`src/rtl/sha256_stream_core.sv`:
```
// Handshaked SHA-256/SHA-224 compression engine: one pre-padded 512-bit chunk per
// transaction, ROUNDS_PER_CYCLE rounds per clock, multi-block chaining through H.
module sha256_stream_core #(
  parameter int unsigned ROUNDS_PER_CYCLE = 1,
  parameter bit          ENABLE_224       = 1'b1
) (
  input  logic         clock,
  input  logic         reset,
  input  logic         in_valid,
  output logic         in_ready,
  input  logic [511:0] chunk,
  input  logic         first,
  input  logic         mode_224,
  output logic         busy,
  output logic         hash_valid,
  output logic [255:0] hash
);

  if (!(ROUNDS_PER_CYCLE == 1 || ROUNDS_PER_CYCLE == 2 ||
        ROUNDS_PER_CYCLE == 4 || ROUNDS_PER_CYCLE == 8)) begin : g_bad_rpc
    $error("ROUNDS_PER_CYCLE must be 1, 2, 4 or 8");
  end

  typedef enum logic [1:0] {S_IDLE, S_ROUND, S_FINAL} state_e;

  localparam logic [31:0] IV256 [8] = '{
    32'h6a09e667, 32'hbb67ae85, 32'h3c6ef372, 32'ha54ff53a,
    32'h510e527f, 32'h9b05688c, 32'h1f83d9ab, 32'h5be0cd19};
  localparam logic [31:0] IV224 [8] = '{
    32'hc1059ed8, 32'h367cd507, 32'h3070dd17, 32'hf70e5939,
    32'hffc00b31, 32'h68581511, 32'h64f98fa7, 32'hbefa4fa4};
  localparam logic [31:0] K [64] = '{
    32'h428a2f98, 32'h71374491, 32'hb5c0fbcf, 32'he9b5dba5, 32'h3956c25b, 32'h59f111f1, 32'h923f82a4, 32'hab1c5ed5,
    32'hd807aa98, 32'h12835b01, 32'h243185be, 32'h550c7dc3, 32'h72be5d74, 32'h80deb1fe, 32'h9bdc06a7, 32'hc19bf174,
    32'he49b69c1, 32'hefbe4786, 32'h0fc19dc6, 32'h240ca1cc, 32'h2de92c6f, 32'h4a7484aa, 32'h5cb0a9dc, 32'h76f988da,
    32'h983e5152, 32'ha831c66d, 32'hb00327c8, 32'hbf597fc7, 32'hc6e00bf3, 32'hd5a79147, 32'h06ca6351, 32'h14292967,
    32'h27b70a85, 32'h2e1b2138, 32'h4d2c6dfc, 32'h53380d13, 32'h650a7354, 32'h766a0abb, 32'h81c2c92e, 32'h92722c85,
    32'ha2bfe8a1, 32'ha81a664b, 32'hc24b8b70, 32'hc76c51a3, 32'hd192e819, 32'hd6990624, 32'hf40e3585, 32'h106aa070,
    32'h19a4c116, 32'h1e376c08, 32'h2748774c, 32'h34b0bcb5, 32'h391c0cb3, 32'h4ed8aa4a, 32'h5b9cca4f, 32'h682e6ff3,
    32'h748f82ee, 32'h78a5636f, 32'h84c87814, 32'h8cc70208, 32'h90befffa, 32'ha4506ceb, 32'hbef9a3f7, 32'hc67178f2};

  function automatic logic [31:0] rotr(input logic [31:0] x, input int unsigned n);
    return (x >> n) | (x << (32 - n));
  endfunction

  state_e        state_q, state_d;
  logic [31:0]   w_q [16], w_d [16];
  logic [31:0]   work_q [8], work_d [8];
  logic [31:0]   h_q [8], h_d [8];
  logic [5:0]    t_q, t_d;
  logic          mode_q, mode_d;
  logic [255:0]  hash_q, hash_d;
  logic          hash_valid_q, hash_valid_d;

  logic [31:0]   ww [16];
  logic [31:0]   wk [8];
  logic [31:0]   t1, t2, nw;
  logic [5:0]    kidx;
  logic [6:0]    tsum;
  logic          sel224;

  assign sel224     = mode_224 & ENABLE_224;
  assign in_ready   = (state_q == S_IDLE) && !reset;
  assign busy       = (state_q != S_IDLE);
  assign hash_valid = hash_valid_q;
  assign hash       = hash_q;

  always_comb begin
    state_d      = state_q;
    t_d          = t_q;
    mode_d       = mode_q;
    hash_d       = hash_q;
    hash_valid_d = 1'b0;
    w_d          = w_q;
    work_d       = work_q;
    h_d          = h_q;
    ww           = w_q;
    wk           = work_q;
    t1           = '0;
    t2           = '0;
    nw           = '0;
    kidx         = '0;
    tsum         = '0;
    unique case (state_q)
      S_IDLE: begin
        if (in_valid) begin
          for (int unsigned i = 0; i < 16; i++) w_d[i] = chunk[511 - 32*i -: 32];
          if (first) begin
            for (int unsigned i = 0; i < 8; i++) h_d[i] = sel224 ? IV224[i] : IV256[i];
            mode_d = sel224;
          end
          work_d  = h_d;
          t_d     = '0;
          state_d = S_ROUND;
        end
      end
      S_ROUND: begin
        // Rounds chain combinationally; the window always holds W[t..t+15] so w[0] is W[t].
        for (int unsigned r = 0; r < ROUNDS_PER_CYCLE; r++) begin
          kidx = t_q + 6'(r);
          t1 = wk[7] + (rotr(wk[4], 6) ^ rotr(wk[4], 11) ^ rotr(wk[4], 25))
             + ((wk[4] & wk[5]) ^ (~wk[4] & wk[6])) + K[kidx] + ww[0];
          t2 = (rotr(wk[0], 2) ^ rotr(wk[0], 13) ^ rotr(wk[0], 22))
             + ((wk[0] & wk[1]) ^ (wk[0] & wk[2]) ^ (wk[1] & wk[2]));
          nw = (rotr(ww[14], 17) ^ rotr(ww[14], 19) ^ (ww[14] >> 10)) + ww[9]
             + (rotr(ww[1], 7) ^ rotr(ww[1], 18) ^ (ww[1] >> 3)) + ww[0];
          for (int unsigned j = 7; j > 0; j--) wk[j] = wk[j-1];
          wk[4] = wk[4] + t1;
          wk[0] = t1 + t2;
          for (int unsigned j = 0; j < 15; j++) ww[j] = ww[j+1];
          ww[15] = nw;
        end
        work_d = wk;
        w_d    = ww;
        tsum   = {1'b0, t_q} + 7'(ROUNDS_PER_CYCLE);
        t_d    = tsum[5:0];
        if (tsum[6]) state_d = S_FINAL;
      end
      S_FINAL: begin
        for (int unsigned i = 0; i < 8; i++) h_d[i] = h_q[i] + work_q[i];
        hash_d = {h_d[0], h_d[1], h_d[2], h_d[3], h_d[4], h_d[5], h_d[6],
                  mode_q ? 32'h0 : h_d[7]};
        hash_valid_d = 1'b1;
        state_d      = S_IDLE;
      end
      default: state_d = S_IDLE;
    endcase
  end

  always_ff @(posedge clock or posedge reset) begin
    if (reset) begin
      state_q      <= S_IDLE;
      t_q          <= '0;
      mode_q       <= 1'b0;
      hash_q       <= '0;
      hash_valid_q <= 1'b0;
      for (int unsigned i = 0; i < 16; i++) w_q[i] <= '0;
      for (int unsigned i = 0; i < 8; i++) begin
        work_q[i] <= '0;
        h_q[i]    <= '0;
      end
    end else begin
      state_q      <= state_d;
      t_q          <= t_d;
      mode_q       <= mode_d;
      hash_q       <= hash_d;
      hash_valid_q <= hash_valid_d;
      w_q          <= w_d;
      work_q       <= work_d;
      h_q          <= h_d;
    end
  end

endmodule
```
`config.mk`:
```
export PLATFORM = sky130hd
export DESIGN_NAME = sha256_stream_core
export DESIGN_NICKNAME = d
export VERILOG_FILES = /design/src/rtl/sha256_stream_core.sv
export SDC_FILE = /design/constraint.sdc
export NUM_CORES = 2
export LEC_CHECK = 0
export BUFFER_PORTS_ARGS = -buffer_cell sky130_fd_sc_hd__buf_2
export CAP_MARGIN = 30
export CORE_UTILIZATION = 47
export DETAILED_ROUTE_END_ITERATION = 8
export PLACE_DENSITY_LB_ADDON = 0.3
export SETUP_SLACK_MARGIN = 0.1
export SLEW_MARGIN = 20
export SYNTH_ARGS = -nofsm -noshare
export SYNTH_HDL_FRONTEND = slang
export SYNTH_SLANG_ARGS = --single-unit
```
`constraint.sdc`:
```
create_clock -name clock -period 72.9 [get_ports clock]
set_input_delay 18.225 -clock clock [delete_from_list [all_inputs] [get_ports clock]]
set_output_delay 18.225 -clock clock [all_outputs]
set_load 0.02 [all_outputs]
```
### Word level (Yosys, flattened, before mapping)

Memories as Yosys holds them, arrays and structs flattened.
Index checks and enable logic that the tools add are counted.

* flip-flop bits (word level): 1290
* latch bits: 0
* bits in writable memories: 0
* ROM bits: 2048
* input port bits: 517
* output and inout port bits: 259
* word-level logic and storage cells: 123
* memories kept: 1

* add/subtract/negate cells: 19
* multiply operators: 0
* div/mod/pow operators: 0
* magnitude comparators: 1
* eq/ne operators: 4
* shift-type cells: 0
* muxes and demuxes: 23
* bitwise operators: 28
* reduce and logical (&&, ||, !) cells: 10

Memories
* (name not given): depth 64, width 32, rd ports 1, clocked after memory_dff 0, wr ports 0, line 102 `+ ((wk[4] & wk[5]) ^ (~wk[4] & wk[6])) + K[kidx] + ww[0];`

Operator list (number)
* one-hot mux 256 bit (2 select lines): 2
* one-hot mux 512 bit (2 select lines): 1
* adder 32 bit: 18
* two-way mux 256 bit: 2
* two-way mux 512 bit: 1
* XOR 32 bit: 9
* two-way mux 32 bit: 8
* bitwise AND 32 bit: 5
* two-way mux 31 bit: 2
* NOT 32 bit: 1
* OR 10 x 32 -> 32 bit: 1
* OR 13 x 32 -> 32 bit: 1
* OR 14 x 32 -> 32 bit: 1
* OR 15 x 32 -> 32 bit: 1
* OR 19 x 32 -> 32 bit: 1
* OR 21 x 32 -> 32 bit: 1
* OR 25 x 32 -> 32 bit: 1
* OR 26 x 32 -> 32 bit: 1
* OR 30 x 32 -> 32 bit: 1
* OR 7 x 32 -> 32 bit: 1
* XOR 32 x 22 -> 32 bit: 1
* XOR 32 x 29 -> 32 bit: 1
* two-way mux 28 bit: 1
* one-hot mux 6 bit (2 select lines): 1
* other kinds (16): 22

### Depth between registers and ports, before layout

* word-level depth: 9
* gate-level depth with buffers: 39
* mapped depth without buffers: 37

### Worst setup path after synthesis

Ideal clock, no wire load.

* kind: input-to-output
* start: in reset
* end: out in_ready
* data arrival time: 18518 ps
* data required time: 54675 ps
* path slack: 36157 ps
* stages on the path: 1
* buffers on the path: 0
* path through: nor2_1

* cells in the longest elaborated chain, start to end: 2

Ends and longest elaborated chain
* start, declared: line 8 `input logic reset,`
* zero test 1 bit (no line)
* logical AND 1 bit: line 63 `assign in_ready = (state_q == S_IDLE) && !reset;`
* end, declared: line 10 `output logic in_ready,`

No other way between the ends.

### Worst setup path after layout

Same ends and word-level chain as after synthesis.

==> impl_metrics.ini <==
[status]
status = complete, but fails checks
violations = DRC

[finish]
final_nets = 11300
postLayoutCoreUtil_pct = 53.6
drive_gt1_share_pct = 12.5
areaGrowthSynthToFinish_pct = 13.5
fillers = 16400

[routing]
routedWlPerCell_um = 26.7
drtIter0Drc = 8830
dr.pass1.iters = 9
vias = 76500
wl_mm = 339
drcViolationCount = 2
ant_nets = 0
viasPerCell = 6.02

[sta]
hold_slack_ns = 0.468
fin_crit_ns = 36.85
maxSlewViolCount = 0
period_share_pct = 50.6
worstMarginPinSlew_ns = 1.30
finClkSkew_ns = 0.0294
rsz0062_at_grt = no
fmax_ghz = 0.0271
setup_violations = 0
fin_setup_tns_ns = 0
slew_headroom_pct = 13.3
hold_viol_final = 0

[logic_synthesis]
synthDistinctLibCells = 100
async_reset_ff_share_pct = 100
synth_ff_type = dfrtp_1
yosys-top-cells-count = nand2_1, dfrtp_1, nor2_1, a31oi_1, clkbuf_1
synth.most_common_cell = nand2_1
ys_seq_elements = 1290
yosysWarnings = 0
seq_area_frac_synth_pct = 39.3
yosysTopAreaCell = dfrtp_1
synth_top_area_share_pct = 39.3
synth_edf_count = 0
syn_nets = 10900
synth.cell_area_mm2 = 0.0822
avgSynthCellArea_um2 = 8.36
synthTopCellsByArea = dfrtp_1, nand2_1, ha_1
postSynthCellCount = 9830

[clock_network]
path_clk_slew_ns = 0.05
cts.path.max_buffers = 3
cts_setup_buffers = 0
clk_latency_ns = 0.84
cts_hold_buf = 0
cts_inserted_buffers = 148
cts_tree = built
htreeDepth = 4
clockRootBuffer = clkbuf_16
ctsResizeCount = 0
cts.sinks = 1290

[worst_setup_path]
crit_type = in2out
reg2reg_depth = 36
crit_path_start_kind = input pin
path_max_fanout = 2
required_ns = 54.67
endpoint_kind = primary output
critical_path_arrival_ns = 18.63

[global_routing]
gr-total-overflow = 0
grt_pass1_wl_mm = 488
grt_max_degree = 233
grt.total_usage_pct = 37.7
grt_pass1_vias = 73200
gr-usage-met3_pct = 8.27
met2_usage_pct = 58.8
grt_antenna_before_repair = 84
global_route.usage.met1_pct = 47.2
grt_most_used_layer = met2

[floorplanning]
start_util_pct = 47.3
die_w_um = 420
coreArea_mm2 = 0.174
fp.dieArea_mm2 = 0.176
die_h_um = 420
rows = 153
io_pins = 776

[worst_hold_path]
holdPathStages = 2
hold_path.class = reg2reg

[run]
cap_violations = 0

[placed_design]
portBuffers = 775
hpwlAfterDp_mm = 252
gp_congestion = 1.00
-- path summary, 6_finish.rpt --
kind | start | end | slack (ns)
max | reset | in_ready | 36.05
min | hash[180] | hash[180] | 0.47
max reg2reg | t_q[1] | work_q[254] | 62.41
min reg2reg | hash[180] | hash[180] | 0.47
max in group asynchronous | reset | h_q[179] | 51.65
min in group asynchronous | reset | hash[4] | 17.57
-- per-layer routing --
| layer | up-vias | share of wire [%] |
|---|---|---|
| met3 | 914 | 8.5 |
| li1 | 34400 | - |
| met5 | - | 0.15 |
| met2 | 3647 | 45 |
| met4 | 78 | 7.3 |
| met1 | 37400 | 39 |
-- final cells by class --
type,instances,area [µm²],share of cell area (%)
antenna,38,95.1,0.102
clock buffer,205,4320,4.64
clock inverter,62,774,0.831
inverter,508,1930,2.07
multi-input combinational,7362,45600,48.9
sequential,1290,32300,34.6
tap,2325,2910,3.12
timing repair buffer,909,5360,5.75
-- state kept, by name, summed over array words and instances, names as in the netlist --
signal,count
h_q,256
w_q,512
work_q,256
mode_q,1
hash_valid,1
hash,256
state_q,2
t_q,6
-- kinds of logic after synthesis --
kind of cell | share of synthesized area, %
simple gates | 17.3
flops | 39.3
buf+inv | 5.38
xor+xnor | 6.19
mux | 0.962
compound gates | 20.1
fa+ha+maj | 10.8
-- critical path, cell delays in order --
cell	delay, ns
buf_2	0.14
nor2_1	0.10
buf_2	0.17
-- stage by stage --
step | cells | instance area [µm²] | worst slack [ns]
2_1_floorplan | 9830 | 82200 | 18.32
3_3_place_gp | 12400 | 87500 | 36.03
3_5_place_dp | 12400 | 87700 | 36.04
4_1_cts | 12600 | 92800 | 36.04
5_1_grt | 12700 | 93200 | 36.04
6_report | 12700 | 93200 | 36.05
-- cells in the final DEF, fill, tap and decap left out, types with 15 or more instances in the layout --
master	netlist	routed
o21a_1	58	58
and3_1	75	75
ha_1	393	393
a22o_1	27	27
buf_4	0	104
o21ai_0	553	553
clkinv_2	0	22
a21o_1	189	189
nor2b_1	36	35
nor2_1	852	845
diode_2	0	38
buf_2	1	776
clkbuf_1	622	20
o21bai_1	53	53
a211o_1	15	15
o22ai_1	35	35
mux2i_1	16	16
nand3_1	95	95
nor3_1	117	117
o31ai_1	78	78
buf_16	0	18
fa_1	195	195
a21oi_1	597	597
clkbuf_8	0	34
nand2_1	2138	2130
mux2_2	36	36
nand2b_1	54	52
inv_1	506	502
xnor2_1	339	339
o21ai_1	25	25
xor2_1	233	233
and2_1	17	16
clkbuf_16	0	151
o211ai_1	60	60
a31oi_1	622	622
nand3b_1	15	15
or3_1	42	42
dfrtp_1	1290	1286
nand4_1	16	16
a211oi_1	122	122
Power is not shown: default switching activity piles up to over one toggle a cycle in this logic, so the estimate is an artifact.
